<file path="config.mk">
export PLATFORM = sky130hd
export DESIGN_NAME = pong_game_ctrl
export DESIGN_NICKNAME = d
export VERILOG_FILES = /design/src/rtl/pong_game_ctrl.sv
export SDC_FILE = /design/constraint.sdc
export NUM_CORES = 1
export LEC_CHECK = 0
export BUFFER_PORTS_ARGS = -buffer_cell sky130_fd_sc_hd__clkbuf_2
export CAP_MARGIN = 20
export CORE_AREA = 2 2 39 41
export CTS_BUF_LIST = sky130_fd_sc_hd__clkbuf_4 sky130_fd_sc_hd__clkbuf_8
export DETAILED_ROUTE_END_ITERATION = 10
export DIE_AREA = 0 0 41 43
export GPL_TIMING_DRIVEN = 0
export HOLD_SLACK_MARGIN = 0.06
export PLACE_DENSITY = 0.75
export REMOVE_ABC_BUFFERS = 1
export SYNTH_ARGS = -nofsm -noshare
export SYNTH_HDL_FRONTEND = slang
export SYNTH_SLANG_ARGS = --single-unit
</file>
<file path="constraint.sdc">
create_clock -name clk -period 3.3 [get_ports clk]
set_clock_uncertainty 0.05 [all_clocks]
set_input_delay 0.495 -clock clk [delete_from_list [all_inputs] [get_ports clk]]
set_output_delay 0.495 -clock clk [all_outputs]
set_load 0.02 [all_outputs]
</file>
<file path="src/rtl/pong_game_ctrl.sv">
`default_nettype none
// ============================================================================
// Module      : pong_game_ctrl
// Description : Pong game-flow controller. Turns ball hit/miss events into
//               score-counter pulses, tracks remaining lives, and times the
//               respawn / game-over pauses on the frame refresh tick.
// Revision    : 1.0 - initial release
// ============================================================================
module pong_game_ctrl #(
    parameter int LIVES       = 3,
    parameter int LIFE_W      = 2,
    parameter int DELAY_TICKS = 120,
    parameter int TMR_W       = 8
) (
    input  logic              clk,
    input  logic              reset,
    input  logic              refr_tick,
    input  logic [1:0]        btn,
    input  logic              hit,
    input  logic              miss,
    output logic              d_inc,
    output logic              d_clr,
    output logic              graph_still,
    output logic              game_over,
    output logic [LIFE_W-1:0] lives,
    output logic [1:0]        state
);

    typedef enum logic [1:0] {
        ST_NEWGAME = 2'b00,
        ST_PLAY    = 2'b01,
        ST_NEWBALL = 2'b10,
        ST_OVER    = 2'b11
    } state_t;

    localparam logic [LIFE_W-1:0] LIVES_INIT = LIFE_W'(LIVES);
    localparam logic [LIFE_W-1:0] ONE_LIFE   = LIFE_W'(1);
    localparam logic [TMR_W-1:0]  DELAY_INIT = TMR_W'(DELAY_TICKS);

    state_t           cur_state;
    logic [TMR_W-1:0] timer;

    // Game-flow FSM: state, lives, pause timer and the registered score pulses
    always_ff @(posedge clk) begin
        if (reset) begin
            cur_state <= ST_NEWGAME;
            lives     <= LIVES_INIT;
            timer     <= '0;
            d_inc     <= 1'b0;
            d_clr     <= 1'b0;
        end else begin
            // Score pulses are single-cycle; default low every cycle
            d_inc <= 1'b0;
            d_clr <= 1'b0;
            case (cur_state)
                ST_NEWGAME: begin
                    // lives keeps whatever it held (0 after a game over) until
                    // the player actually starts the next game
                    if (btn != 2'b00) begin
                        cur_state <= ST_PLAY;
                        lives     <= LIVES_INIT;
                        d_clr     <= 1'b1;
                    end
                end
                ST_PLAY: begin
                    // A miss overrides a simultaneous hit
                    if (miss) begin
                        timer <= DELAY_INIT;
                        if (lives > ONE_LIFE) begin
                            lives     <= lives - ONE_LIFE;
                            cur_state <= ST_NEWBALL;
                        end else begin
                            lives     <= '0;
                            cur_state <= ST_OVER;
                        end
                    end else if (hit) begin
                        d_inc <= 1'b1;
                    end
                end
                ST_NEWBALL: begin
                    // Buttons only count once the respawn pause has expired
                    if (timer == '0) begin
                        if (btn != 2'b00) begin
                            cur_state <= ST_PLAY;
                        end
                    end else if (refr_tick) begin
                        timer <= timer - 1'b1;
                    end
                end
                ST_OVER: begin
                    // Final score stays on display; return automatically
                    if (timer == '0) begin
                        cur_state <= ST_NEWGAME;
                    end else if (refr_tick) begin
                        timer <= timer - 1'b1;
                    end
                end
                default: begin
                    cur_state <= ST_NEWGAME;
                end
            endcase
        end
    end

    // Status decode straight from the state register
    always_comb begin
        state       = cur_state;
        graph_still = (cur_state != ST_PLAY);
        game_over   = (cur_state == ST_OVER);
    end

endmodule
`default_nettype wire

</file>
==> reports/summary.txt <==
first-pass iteration count of the detailed router - 4
fill count - 123
power per cell area - 508 mW/mm²
share of cells above drive strength 1 - 0.278
# clock sinks - 14
max cap viols - 0
synthesized area - 674 µm²
Sw Share - 0.297
WHS - 0.365 ns
number of port buffers - 14
die width - 41 µm
largest family of logic cells by synthesized area - simple AND/OR/NAND/NOR gates
latest clock arrival within the worst-skew pair - 0.27 ns
TritonCTS clock tree - yes
CTS buffer count - 3
leak pwr - 0.323 nW
post-layout min period - 1.75 ns
clk slew on worst S/H paths - 0.09 ns
Synth Area in XOR/XNOR - 0.0519
fin worst setup slack - 1.55 ns
largest net degree at the start of global routing - 11
Place WS - 1.59 ns
Clock Tree Root - clkbuf_4
dpl hpwl - 1.02 mm
Yosys reg bits - 14
vias per cell - 5.39
die area - 0.00176 mm²
multiplexer share of the synthesized area - 0
simple-gate share of the synthesized area - 0.304
RSZ-0062 raised after global routing - false
I/O Pins - 15
Tcrit/Tclk final - 0.530
via count - 571
CP max stage cell - dfxtp_1
first-pass GRT wire length - 2.08 mm
setup TNS - 0 ns
Multi-input gate area - 372 µm²
htree depth - 1
number of global-route vias before repair - 503
Crit Path Category - reg2reg
Resize count post-CTS - 0
CP endpoint - timer[4]
antenna viol nets, final - 0
CP endpoint kind - register
number of remaining DRC errors - 0
average instance area after synthesis - 9.11 µm²
Starting Density - 0.487
initial antenna violation count - 0
Worst R2R End - timer[4]
GR Util All Layers - 0.176
Die Y - 43 µm
Worst R2R Path Depth - 6
Synth Area in Adders - 0.0371
Worst Max-Slew Pin Slew - 0.617 ns
Bufs and invs on worst path - 1
Setup crit start - timer[0]
Max-slew headroom - 0.583
sequential share of power - 0.488
GP Congestion - 0.753
CP arrival - 1.88 ns
crit-path cells - inv_1 > ha_1 > nor3b_2 > a211oi_2 > a211oi_1 > a311oi_1
Psw - 0.119 mW
hold_buf cts - 0
worst r2r src - timer[0]
total wire length - 1.31 mm
WL/cell - 12.4 µm
final std cells w/o fill - 106
NumNets Final - 100
# placed instances - 102
Yosys warning count - 0
storage element area - 280 µm²
Area Overhead vs Synth - 17.6%
Peak VDD IR - 0.188 mV
P_int - 0.283 mW
row cnt - 14
CP delay by family, top - compound AO/OA/AOI/OAI gates
Ant. Diodes - 0
total setup buffers inserted after CTS - 0
Initial DRC Count - 5
Combinational Power Share - 0.208
Clock Power Share - 0.303
CTS max path bufs - 2
final setup fails - 0
Overall Power - 0.403 mW
CP startpoint kind - register
Syn Inst Count - 74
crit path max fanout - 4
run status - completed
Overflow after GRT - 0
setup slack, reg-to-reg - 1.55 ns
area fraction in compound gates after synthesis - 0.158
Max stage delay on crit path - 0.40 ns
Synth cell types - 29
Worst EP required - 3.43 ns
post-synthesis sequential area ratio - 0.416
endpoints failing hold - 0
WP depth - 6
Hold Crit Class - in2reg
max-slew violations - 0
f_max - 571 MHz
area of the core - 0.00138 mm²
flip-flops by register name, summed over array words and instances (netlist names):
name,cells
timer,8
lives,2
state,2
d_clr,1
d_inc,1
synth_stat cells:
cell / count / area share
nor4b_1: 2 / 0.026
nor4_1: 1 / 0.0093
and2_1: 1 / 0.0093
inv_1: 4 / 0.022
dfxtp_1: 14 / 0.42
a21oi_1: 4 / 0.030
nor4_4: 1 / 0.032
nor3_1: 5 / 0.037
and3_2: 1 / 0.011
clkbuf_1: 2 / 0.011
nand4_1: 1 / 0.0093
a311oi_1: 1 / 0.013
nand2b_1: 2 / 0.019
and3_1: 1 / 0.0093
nor4b_2: 1 / 0.022
a211oi_2: 1 / 0.019
and3b_1: 1 / 0.013
nand2_1: 6 / 0.033
a31o_2: 1 / 0.013
a21oi_2: 1 / 0.013
xor2_1: 1 / 0.013
ha_1: 2 / 0.037
nor3b_2: 1 / 0.019
a211oi_1: 4 / 0.045
xnor2_1: 3 / 0.039
nor2_1: 8 / 0.045
nand3b_1: 1 / 0.011
o211ai_1: 1 / 0.011
o21ai_0: 2 / 0.015
power groups by stage:
| stage | clock network (mW) | logic [mW] | registers (mW) |
|---|---|---|---|
| detailed placement | 0 | 0.0842 | 0.201 |
| CTS | 0.125 | 0.0846 | 0.197 |
| finish | 0.122 | 0.0839 | 0.197 |
| floorplan | 0 | 0.0570 | 0.204 |
| global placement | 0 | 0.0819 | 0.200 |
| global route | 0.135 | 0.0943 | 0.199 |
layer usage:
layer  track usage  vias up  routed length (µm)
li1              -      298                   -
met1         0.213      256                 614
met2         0.266       15                 616
met3        0.0471        2                  64
met4         0.100        0                  18
met5             0        -                   0
cell type report:
class / count / share of cell area
timing repair buffer: 14 / 0.0883
clock buffer: 4 / 0.0457
tap: 16 / 0.0252
sequential: 14 / 0.353
inverter: 4 / 0.0189
multi-input combinational: 54 / 0.468
metrics by stage:
| stage | area [µm²] | utilization |
|---|---|---|
| after global routing | 793 | 0.573 |
| after CTS | 793 | 0.573 |
| after detailed placement | 757 | 0.547 |
| after floorplan | 667 | - |
| after global placement | 757 | 0.547 |
| final | 793 | 0.573 |
cells in the final DEF (no fill, tap or decap), types with 2 or more instances in the layout:
cell      netlist  final
xnor2_1         3      3
a211oi_1        4      4
nor3_1          5      5
inv_1           4      4
clkbuf_2        0     14
clkbuf_4        0      3
a21oi_1         4      4
nand2_1         6      6
nand2b_1        2      2
ha_1            2      2
dfxtp_1        14     14
nor4b_1         2      2
o21ai_0         2      2
nor2_1          8      8
cell families (layout without fill, tap and decap cells):
family | count (synthesis) | in the layout
AO/OA/AOI/OAI | 15 | 15
XOR/XNOR | 4 | 4
adder cells (fa/ha/maj) | 2 | 2
buffers and inverters | 6 | 22
flip-flops | 14 | 14
AND/OR/NAND/NOR | 33 | 33
worst min path at each step:
stage | cells past startpoint | to | slack, ns | start
3_5_place_dp | 2 | lives[0] | 0.46 | lives[0]
3_3_place_gp | 2 | lives[1] | 0.41 | lives[1]
4_1_cts | 2 | d_inc | 0.36 | miss
5_1_grt | 2 | d_inc | 0.36 | miss
2_1_floorplan | 2 | timer[1] | 0.45 | timer[1]
6_report | 2 | d_inc | 0.37 | miss
No activity file was read; power rests on OpenSTA's default activity.
